<file path="src/rtl/hwa_frame_sched_if.sv">
// Handshake and front-end bus between the frame sequencer and its neighbours:
// upstream sample source, HWA lane array and downstream result consumer.
interface hwa_frame_sched_if #(
  parameter int N     = 12,
  parameter int LANES = 4
);
  localparam int W = N + 1;

  logic                 in_valid;
  logic                 in_ready;
  logic [W-1:0]         in_data;
  logic                 flush;
  logic [W-1:0]         hwa_in;
  logic                 hwa_shift;
  logic                 hwa_start;
  logic [LANES*W-1:0]   hwa_out;
  logic                 out_valid;
  logic                 out_ready;
  logic [LANES*W-1:0]   out_data;
  logic [LANES-1:0]     out_lane_valid;
  logic                 busy;

  modport slave (
    input  in_valid, in_data, flush, hwa_out, out_ready,
    output in_ready, hwa_in, hwa_shift, hwa_start,
           out_valid, out_data, out_lane_valid, busy
  );

  modport master (
    output in_valid, in_data, flush, hwa_out, out_ready,
    input  in_ready, hwa_in, hwa_shift, hwa_start,
           out_valid, out_data, out_lane_valid, busy
  );
endinterface

</file>
<file path="src/rtl/hwa_frame_sched.sv">
// Frame sequencer for the 4-lane stochastic FIR/decimator array: loads one sample,
// starts the RNG/HWA window, times it, and captures lane results with per-lane validity.
module hwa_frame_sched #(
  parameter int N     = 12,
  parameter int WIN   = 4096,
  parameter int LEN   = 19,
  parameter int LANES = 4
) (
  input  logic             i_clock,
  input  logic             i_reset_n,
  hwa_frame_sched_if.slave io_bus
);
  localparam int W  = N + 1;
  localparam int FW = $clog2(LEN * 8 + 1);
  localparam logic [FW-1:0] FILL_MAX = FW'(LEN * 8);
  localparam logic [N-1:0]  CNT_LAST = N'(WIN - 1);

  typedef enum logic [2:0] {
    S_IDLE    = 3'd0,
    S_LOAD    = 3'd1,
    S_START   = 3'd2,
    S_RUN     = 3'd3,
    S_CAPTURE = 3'd4,
    S_HOLD    = 3'd5
  } state_t;

  state_t             r_state;
  state_t             w_next;
  logic [N-1:0]       r_win_cnt;
  logic [2:0]         r_phase;
  logic [FW-1:0]      r_fill;
  logic               r_flush_pend;
  logic               r_in_ready;
  logic               r_hwa_shift;
  logic               r_hwa_start;
  logic               r_out_valid;
  logic               r_busy;
  logic [W-1:0]       r_hwa_in;
  logic [LANES*W-1:0] r_out_data;
  logic [LANES-1:0]   r_out_lane_valid;

  logic               w_accept;
  logic               w_cnt_last;
  logic               w_flush_any;
  logic [FW-1:0]      w_fill_next;
  logic [LANES-1:0]   w_lane_valid;

  assign w_accept    = (r_state == S_IDLE) && r_in_ready && io_bus.in_valid;
  assign w_cnt_last  = (r_win_cnt == CNT_LAST);
  assign w_flush_any = io_bus.flush | r_flush_pend;
  assign w_fill_next = (r_fill >= FILL_MAX) ? FILL_MAX : (r_fill + FW'(1));

  assign io_bus.in_ready       = r_in_ready;
  assign io_bus.hwa_in         = r_hwa_in;
  assign io_bus.hwa_shift      = r_hwa_shift;
  assign io_bus.hwa_start      = r_hwa_start;
  assign io_bus.out_valid      = r_out_valid;
  assign io_bus.out_data       = r_out_data;
  assign io_bus.out_lane_valid = r_out_lane_valid;
  assign io_bus.busy           = r_busy;

  always_comb begin
    w_next = r_state;
    case (r_state)
      S_IDLE: begin
        if (w_accept) begin
          w_next = S_LOAD;
        end else begin
          w_next = S_IDLE;
        end
      end
      S_LOAD:    w_next = S_START;
      S_START:   w_next = S_RUN;
      S_RUN: begin
        if (w_cnt_last) begin
          w_next = S_CAPTURE;
        end else begin
          w_next = S_RUN;
        end
      end
      S_CAPTURE: w_next = S_HOLD;
      S_HOLD: begin
        if (io_bus.out_ready) begin
          w_next = S_IDLE;
        end else begin
          w_next = S_HOLD;
        end
      end
      default:   w_next = S_IDLE;
    endcase
  end

  // Lane k (decimation 2^k) is valid on the last phase of its decimation group once its cascade has filled.
  always_comb begin
    w_lane_valid    = '0;
    w_lane_valid[0] = (w_fill_next >= FW'(LEN));
    for (int k = 1; k < LANES; k++) begin
      w_lane_valid[k] = ((r_phase & 3'((1 << k) - 1)) == 3'((1 << k) - 1)) &&
                        (w_fill_next >= FW'(LEN << k));
    end
  end

  always_ff @(posedge i_clock or negedge i_reset_n) begin
    if (!i_reset_n) begin
      r_state          <= S_IDLE;
      r_in_ready       <= 1'b0;
      r_hwa_shift      <= 1'b0;
      r_hwa_start      <= 1'b0;
      r_out_valid      <= 1'b0;
      r_busy           <= 1'b0;
      r_hwa_in         <= '0;
      r_win_cnt        <= '0;
      r_phase          <= 3'd0;
      r_fill           <= '0;
      r_flush_pend     <= 1'b0;
      r_out_data       <= '0;
      r_out_lane_valid <= '0;
    end else begin
      r_state     <= w_next;
      r_in_ready  <= (w_next == S_IDLE);
      r_hwa_shift <= (w_next == S_LOAD);
      r_hwa_start <= (w_next == S_START);
      r_out_valid <= (w_next == S_HOLD);
      r_busy      <= (w_next != S_IDLE);

      if (w_accept) begin
        r_hwa_in <= io_bus.in_data;
      end

      if (r_state == S_START) begin
        r_win_cnt <= '0;
      end else if ((r_state == S_RUN) && !w_cnt_last) begin
        r_win_cnt <= r_win_cnt + N'(1);
      end

      // A flush seen mid-frame is held until capture so the in-flight frame reports no valid lanes.
      case (r_state)
        S_IDLE, S_HOLD: begin
          r_flush_pend <= 1'b0;
          if (io_bus.flush) begin
            r_phase <= 3'd0;
            r_fill  <= '0;
          end
        end
        S_LOAD, S_START, S_RUN: begin
          r_flush_pend <= r_flush_pend | io_bus.flush;
        end
        S_CAPTURE: begin
          r_out_data   <= io_bus.hwa_out;
          r_flush_pend <= 1'b0;
          if (w_flush_any) begin
            r_out_lane_valid <= '0;
            r_phase          <= 3'd0;
            r_fill           <= '0;
          end else begin
            r_out_lane_valid <= w_lane_valid;
            r_phase          <= r_phase + 3'd1;
            r_fill           <= w_fill_next;
          end
        end
        default: begin
          r_flush_pend <= 1'b0;
        end
      endcase
    end
  end
endmodule

</file>
<file path="src/flat_wrapper.sv">
// flat-port wrapper written by rule: the top's interface ports become plain ports
module hwa_frame_sched_flat 
#(
  parameter int N     = 12,
  parameter int WIN   = 4096,
  parameter int LEN   = 19,
  parameter int LANES = 4
)
  (i_clock, i_reset_n, io_bus_in_valid, io_bus_in_data, io_bus_flush, io_bus_hwa_out, io_bus_out_ready, io_bus_in_ready, io_bus_hwa_in, io_bus_hwa_shift, io_bus_hwa_start, io_bus_out_valid, io_bus_out_data, io_bus_out_lane_valid, io_bus_busy);
  hwa_frame_sched_if #(.N(N), .LANES(LANES)) io_bus_i ();
  input  logic i_clock;
  input  logic i_reset_n;
  input wire logic [$bits(io_bus_i.in_valid)-1:0] io_bus_in_valid;
  input wire logic [$bits(io_bus_i.in_data)-1:0] io_bus_in_data;
  input wire logic [$bits(io_bus_i.flush)-1:0] io_bus_flush;
  input wire logic [$bits(io_bus_i.hwa_out)-1:0] io_bus_hwa_out;
  input wire logic [$bits(io_bus_i.out_ready)-1:0] io_bus_out_ready;
  output wire logic [$bits(io_bus_i.in_ready)-1:0] io_bus_in_ready;
  output wire logic [$bits(io_bus_i.hwa_in)-1:0] io_bus_hwa_in;
  output wire logic [$bits(io_bus_i.hwa_shift)-1:0] io_bus_hwa_shift;
  output wire logic [$bits(io_bus_i.hwa_start)-1:0] io_bus_hwa_start;
  output wire logic [$bits(io_bus_i.out_valid)-1:0] io_bus_out_valid;
  output wire logic [$bits(io_bus_i.out_data)-1:0] io_bus_out_data;
  output wire logic [$bits(io_bus_i.out_lane_valid)-1:0] io_bus_out_lane_valid;
  output wire logic [$bits(io_bus_i.busy)-1:0] io_bus_busy;
  assign io_bus_i.in_valid = io_bus_in_valid;
  assign io_bus_i.in_data = io_bus_in_data;
  assign io_bus_i.flush = io_bus_flush;
  assign io_bus_i.hwa_out = io_bus_hwa_out;
  assign io_bus_i.out_ready = io_bus_out_ready;
  assign io_bus_in_ready = io_bus_i.in_ready;
  assign io_bus_hwa_in = io_bus_i.hwa_in;
  assign io_bus_hwa_shift = io_bus_i.hwa_shift;
  assign io_bus_hwa_start = io_bus_i.hwa_start;
  assign io_bus_out_valid = io_bus_i.out_valid;
  assign io_bus_out_data = io_bus_i.out_data;
  assign io_bus_out_lane_valid = io_bus_i.out_lane_valid;
  assign io_bus_busy = io_bus_i.busy;
  hwa_frame_sched #(.N(N), .WIN(WIN), .LEN(LEN), .LANES(LANES)) u_core (.i_clock(i_clock), .i_reset_n(i_reset_n), .io_bus(io_bus_i));
endmodule
</file>
<file path="config.mk">
export PLATFORM = sky130hd
export DESIGN_NAME = hwa_frame_sched_flat
export DESIGN_NICKNAME = d
export VERILOG_FILES = /design/src/rtl/hwa_frame_sched_if.sv /design/src/rtl/hwa_frame_sched.sv /design/src/flat_wrapper.sv
export SDC_FILE = /design/constraint.sdc
export NUM_CORES = 1
export LEC_CHECK = 0
export ABC_AREA = 1
export BUFFER_PORTS_ARGS = -buffer_cell sky130_fd_sc_hd__buf_4
export CORE_UTILIZATION = 46
export CTS_BUF_LIST = sky130_fd_sc_hd__clkbuf_8
export CTS_CLUSTER_SIZE = 20
export DETAILED_ROUTE_END_ITERATION = 12
export PLACE_DENSITY = 0.74
export SYNTH_ARGS = -nofsm -noshare
export SYNTH_HDL_FRONTEND = slang
export SYNTH_SLANG_ARGS = --single-unit
</file>
<file path="constraint.sdc">
create_clock -name i_clock -period 3.85 [get_ports i_clock]
set_input_delay 0.77 -clock i_clock [delete_from_list [all_inputs] [get_ports i_clock]]
set_output_delay 0.77 -clock i_clock [all_outputs]
set_load 0.01 [all_outputs]
</file>
==> results of run 1 <==
## power groups by stage
stage	sequential, W	combinational, W	clock, W
3_3_place_gp	0.00150	0.00103	0
5_1_grt	0.00153	0.00116	0.000779
6_report	0.00150	0.00105	0.000720
3_5_place_dp	0.00151	0.00105	0
4_1_cts	0.00150	0.00106	0.000733
2_1_floorplan	0.00161	0.000400	0
## cells in the mapped netlist (all sizes together)
library cell / instances / area share, %
xor2: 1 / 0.20
nand2: 271 / 24
clkinv: 2 / 0.23
ha: 5 / 1.4
inv: 29 / 2.5
nor3: 6 / 0.91
a21oi: 4 / 0.46
nor3b: 1 / 0.17
and2: 1 / 0.14
o21bai: 2 / 0.34
a31oi: 1 / 0.14
buf: 9 / 1.3
o22ai: 4 / 0.57
nand4: 10 / 1.4
nand3: 21 / 2.5
nor2: 35 / 3.1
or2: 1 / 0.14
dfrtp: 101 / 58
o31ai: 2 / 0.34
xnor2: 1 / 0.20
clkbuf: 5 / 0.43
o21ai: 17 / 2.3
## how the worst min path moves through the flow
stage	startpoint	endpoint	slack, ns	cells past startpoint
6_report	i_reset_n	u_core.r_win_cnt[0]	0.48	1
5_1_grt	u_core.io_bus.out_data[10]	u_core.io_bus.out_data[10]	0.51	2
4_1_cts	u_core.io_bus.out_data[17]	u_core.io_bus.out_data[17]	0.49	2
3_5_place_dp	u_core.io_bus.out_data[17]	u_core.io_bus.out_data[17]	0.47	2
3_3_place_gp	u_core.io_bus.out_data[49]	u_core.io_bus.out_data[49]	0.46	2
2_1_floorplan	i_reset_n	u_core.io_bus.busy	0.47	0
## worst max-delay path: cells and delay by family (launching register included)
kind / cells / cell delay, ns
flops: 1 / 0.43
simple gates: 7 / 0.79
buf+inv: 2 / 0.80
## registers in the layout, indices dropped and copies added (netlist names), 3 cells and up
signal and flops:
u_core.io_bus.hwa_in 13, u_core.io_bus.out_data 52, u_core.io_bus.out_lane_valid 4, u_core.r_fill 8
u_core.r_phase 3, u_core.r_state 3, u_core.r_win_cnt 12
## stage by stage
step           setup WS [ns]  instance area (um^2)  instances  power (W)  util [%]
3_5_place_dp            1.76                  5580        790    0.00256      60.4
3_3_place_gp            1.82                  5580        790    0.00254      60.4
2_1_floorplan           2.28                  4390        529    0.00201         -
6_report                1.76                  5790        806    0.00326      62.7
5_1_grt                 1.53                  5790        806    0.00347      62.7
4_1_cts                 1.73                  5790        806    0.00329      62.7
## layout make-up
type	count	area (um^2)	area share [%]
clock inverter	6	78.8	1.36
multi-input combinational	383	1670	28.9
clock buffer	10	138	2.38
inverter	31	119	2.05
tap	129	161	2.79
sequential	101	2530	43.6
timing repair buffer	146	1100	18.9
## metal layers
layer	wire (um)	GRT usage, %	up-vias
li1	-	-	1939
met1	4410	27.7	1779
met2	5100	36.8	155
met3	642	3.65	31
met4	351	11.7	0
met5	0	0	-
## cell families (layout without fill, tap and decap cells)
family          count (synthesis)  count (layout)  synth area share (%)
fa+ha+maj                       5               5                  1.42
simple gates                  346             346                  32.1
compound gates                 30              30                  4.13
flops                         101             101                  57.5
buf+inv                        45             193                  4.41
xor+xnor                        2               2                 0.399
==> results.md, run 1 <==
- Total die area: 9950 um^2
- CP required: 4.16 ns
- Max_slew headroom: 44.3%
- Reg power frac: between 40% and 50%
- Synthesized instance count: 529
- Setup CP Type: reg2reg
- Post-Syn Area: 4390 um^2
- Ys Warns: 0
- Sw frac: around 34%
- Start point of the critical path: u_core.r_state[0]
- P_leak: 3.05 nW
- DRT iter0 DRCs: 156
- Worst hold-check path type: in2async
- Area grow syn2layout: 31.8%
- Clock root buffer master: clkbuf_8
- Clk slew on worst S/H paths: 0.10 ns
- CTS Buffer Depth: 2
- Fmax: between 400 and 500 MHz
- Vias in the first global route: 3,680
- Vias post-DR: 3,904
- Seq/Total Area, Yosys: 57.5%
- RSZ-0062 raised after global routing: no
- Critical-path cell list: nor2_2, nand2_2, inv_2, nand2_2, inv_2, nand2_1, nor2_1, nand2_1, nand2_1
- Nets@finish: roughly 750
- Filler Cell Count: slightly below 800
- CP Launch Type: register
- Final hold slack: about 0.48 ns
- Layout Skew: 0.0107 ns
- Clk network pwr share: 22.1%
- CP arrival: 2.40 ns
- WL/cell: 13.0 um
- CTS H-Tree Depth: 3
- Die X: 99.7 um
- VDD IR max: 0.345 mV
- Post-CTS Resized: 0
- Global-route wire length before repair: 17,200 um
- Outcome: complete, no violations
- Clock net sink count: 101
- Final Slew Violations: 0
- Diode count: 0
- Worst path most repeated cell: nand2_1
- IO buf count: 143
- R2R Path End: u_core.io_bus.out_lane_valid[2]
- Pwr dens: 564 nW/um^2
- CP max FO: 53
- Synthesized area per cell: 8.31 um^2
- Max-Cap Viols: 0
- #FFs+latches synth: 101
- Logic pwr share: 32.1%
- Fin crit share: between 50% and 60%
- Die Span Y: 99.7 um
- Postcts setup bufs: 0
- Commonest non-fill, non-tap cell in the layout: nand2_1
- Share of layout cells above drive strength 1: 27.0%
- Reg2Reg Depth: 9
- Clk_lat worst skew: 0.38 ns
- Highest-count cells in the layout ignoring fill and taps: nand2_1, buf_4, dfrtp_1
- # rows: 35
- Largest net degree at the start of global routing: 66
- Reg2reg setup slack: 1.76 ns
- Gr ovfl total: 0
- Worst path slowest cell: inv_2
- Slowest stage delay, CP: 0.60 ns
- Hpwl dp: 7560 um
- ANT nets after route: 0
- Setup crit end: u_core.io_bus.out_lane_valid[2]
- Final Hold Viols: 0
- Reg2reg start: u_core.r_state[0]
- Pre-Repair DR Iteration Count: 4
- Min Clock Period, post-route: 2.09 ns
- Syn Nets: 604
- Int Pwr: 0.00215 W
- Initial antenna violation count: 0
- Final setup vio count: 0
- Worst slew pin tran: approximately 0.83 ns
- CTS tree: done
- Total global-route track usage: between 20 and 25%
- Placer Congestion: roughly 0.85
- Core area: 9240 um^2
- # DRC: 0
- Initial core utilization: 47.6%
- Yosys cell types: 32
- WL final: 10,500 um
- Num ports: 144
- Cts hold-fix bufs: 0
- Vias/cell: 4.84
- Switching pwr: 0.00112 W
- Crit. End Element: register
- Setup_tns: 0 ns
- CTS Buf Count: 9
Note: power is estimated with default switching activity, not from simulation.
==> inputs of run 2 (changes only) <==
Settings changed: PLACE_DENSITY 0.74 to 0.77.
Clock period 3.85 ns to 1.9 ns, I/O delays scaled along.
==> run 2 against run 1 <==
Effect of this change:
- sequential share of layout area decreased by 0.36 points
- register-to-register slack got worse by 1.5 ns
- non-clock buffer count increased by 7
- critical path type unchanged
- combinational power increased by 100%
- largest cell class unchanged
- setup slack got worse by 1.5 ns
- critical path depth increased by 2
- die area unchanged
- total power increased by 97%
==> results.md, run 2 (synthesized netlist as in run 1, its figures left out) <==
- Initial core utilization: 47.6%
- Sw frac: approximately a third
- Core area: 9240 um^2
- Total global-route track usage: between 20% and 30%
- VDD IR max: 0.737 mV
- CTS H-Tree Depth: 3
- Final Slew Violations: 0
- Clk slew on worst S/H paths: around 0.11 ns
- Worst path most repeated cell: nand2_1
- Placed Cells incl. Taps: 795
- Setup_tns: 0 ns
- Vias in the first global route: 3,752
- Crit. End Element: register
- Clk_lat worst skew: ~0.37 ns
- CP arrival: 1.94 ns
- DRT iter0 DRCs: 171
- CP Launch Type: register
- Non-Filler Instances: 813
- ANT nets after route: 0
- Worst slack at placement: 0.158 ns
- Critical-path cell list: ha_2, nand2_1, nor2_1, nand2_1, clkinv_2, nand2_2, nand2_4, nand2_4, clkinv_2, nand2_1, o31ai_1
- Fin crit share: between 80% and 90%
- Nets@finish: 754
- Worst slew pin tran: 0.499 ns
- Gr ovfl total: 0
- Switching pwr: 0.00224 W
- Int Pwr: 0.00420 W
- Die X: 99.7 um
- WL final: ~11,000 um
- CTS Buf Count: 9
- CP max FO: 11
- Reg power frac: between 40% and 50%
- Total die area: 9950 um^2
- CP bufs+invs: 2
- R2R Path End: u_core.r_win_cnt[3]
- # rows: 35
- Setup WS post-layout: just over 0.2 ns
- Logic pwr share: about a third
- Die Span Y: 99.7 um
- Clock net sink count: 101
- P_leak: 3.08 nW
- Global route hottest layer: met2
- Fmax: 590 MHz
- Fin util: 63.2%
- Commonest non-fill, non-tap cell in the layout: nand2_1
- WL/cell: 13.1 um
- Global-route wire length before repair: 17,400 um
- IO buf count: approximately 140
- Hold Path Sink: u_core.io_bus.out_data[37]
- Cells on Worst Hold Path: 3
- # DRC: 0
- Max_slew headroom: 66.7%
- Setup CP Type: reg2reg
- Vias post-DR: ~3,900
- Area grow syn2layout: 32.9%
- Worst hold-check path type: in2reg
- Outcome: complete, no violations
- Final setup vio count: 0
- Placer Congestion: 0.899
- Reg2reg start: u_core.r_win_cnt[0]
- Initial antenna violation count: 0
- Final Hold Viols: 0
- CTS Buffer Depth: 2
- Largest net degree at the start of global routing: 53
- RSZ-0062 raised after global routing: no
- Pre-Repair DR Iteration Count: 5
- Num ports: 144
- Min Clock Period, post-route: about 1.7 ns
- Vias/cell: 4.80
- CTS tree: done
- CP top delay family: simple AND/OR/NAND/NOR gates
- Reg2Reg Depth: 11
- Worst path slowest cell: dfrtp_1
- Hpwl dp: 7720 um
- Clk network pwr share: 20.0%
- Layout Skew: about 0.014 ns
- Max-Cap Viols: 0
- Reg2reg setup slack: ~0.2 ns
- CP required: ~2.1 ns
- Share of layout cells above drive strength 1: between 20% and 30%
- M3 GR Usage: 4.22%
- CP Depth: 11
- Slowest stage delay, CP: approximately 0.42 ns
- GR Util met1: ~29%
- Met2 usage: a little over a third
- HP Start: io_bus_hwa_out[37]
- Largest register FFs: 52
- Clock root buffer master: clkbuf_8
- Diode count: 0
- Pwr dens: 1100 nW/um^2
- Highest-count cells in the layout ignoring fill and taps: nand2_1, buf_4, dfrtp_1
==> run 2: cell types whose count changed in the layout (fill, tap and decap cells not counted), sizes merged <==
cell / change
clkinv: -1
clkinvlp: +1
dlygate4sd3: +1
buf: +6
clkbuf: -1
inv: +2
bufinv: -1
==> run 2: metal layers <==
| layer | vias up | wire length, um |
|---|---|---|
| met2 | 134 | 5170 |
| met4 | 0 | 281 |
| met3 | 19 | 627 |
| li1 | 1948 | - |
| met5 | - | 0 |
| met1 | 1798 | 4560 |
==> run 2: worst reg2reg max path, delay by kind of cell, from the launching register on <==
kind	cells	cell delay, ns
and+or+nand+nor	7	0.62
DFF	1	0.42
buffers and inverters	2	0.25
adders and majority gates	1	0.22
AOI/OAI and AO/OA	1	0.07
==> run 2: power by group through the flow <==
stage / logic [W] / clock network (W) / registers (W)
CTS: 0.00215 / 0.00132 / 0.00302
global placement: 0.00209 / 0 / 0.00303
global route: 0.00239 / 0.00141 / 0.00308
detailed placement: 0.00215 / 0 / 0.00305
finish: 0.00214 / 0.00129 / 0.00302
floorplan: 0.000811 / 0 / 0.00326
==> run 2: how the worst max path moves through the flow <==
| stage | to | start | slack [ns] |
|---|---|---|---|
| floorplan | u_core.r_win_cnt[3] | u_core.r_win_cnt[0] | 0.33 |
| global route | u_core.io_bus.in_ready | u_core.r_win_cnt[0] | 0.01 |
| finish | u_core.r_win_cnt[3] | u_core.r_win_cnt[0] | 0.21 |
| CTS | u_core.r_win_cnt[3] | u_core.r_win_cnt[0] | 0.14 |
| global placement | u_core.r_win_cnt[4] | u_core.r_win_cnt[0] | 0.23 |
| detailed placement | u_core.r_win_cnt[3] | u_core.r_win_cnt[0] | 0.16 |
==> run 2: area by class of cell <==
type | count | area (um^2)
Multi-Input combinational cell | 383 | 1680
Fill cell | 790 | 3400
Inverter | 31 | 119
Timing Repair Buffer | 153 | 1180
Sequential cell | 101 | 2530
Tap cell | 129 | 161
Clock buffer | 9 | 124
Clock inverter | 7 | 57.6
==> run 2: timing repair <==
item	in CTS	in global routing
setup endpoints to repair	0	5
gates resized for setup	0	1
hold buffers	1	0
buffers inserted	0	1
endpoints found under the hold margin	32	0
==> run 2: stage by stage <==
stage / area (um^2) / hold WS, ns / power [W]
final: 5840 / 0.196 / 0.00645
after CTS: 5830 / 0.192 / 0.00649
after global routing: 5840 / 0.186 / 0.00688
after global placement: 5640 / 0.367 / 0.00513
after detailed placement: 5640 / 0.375 / 0.00520
after floorplan: 4390 / 0.0844 / 0.00407
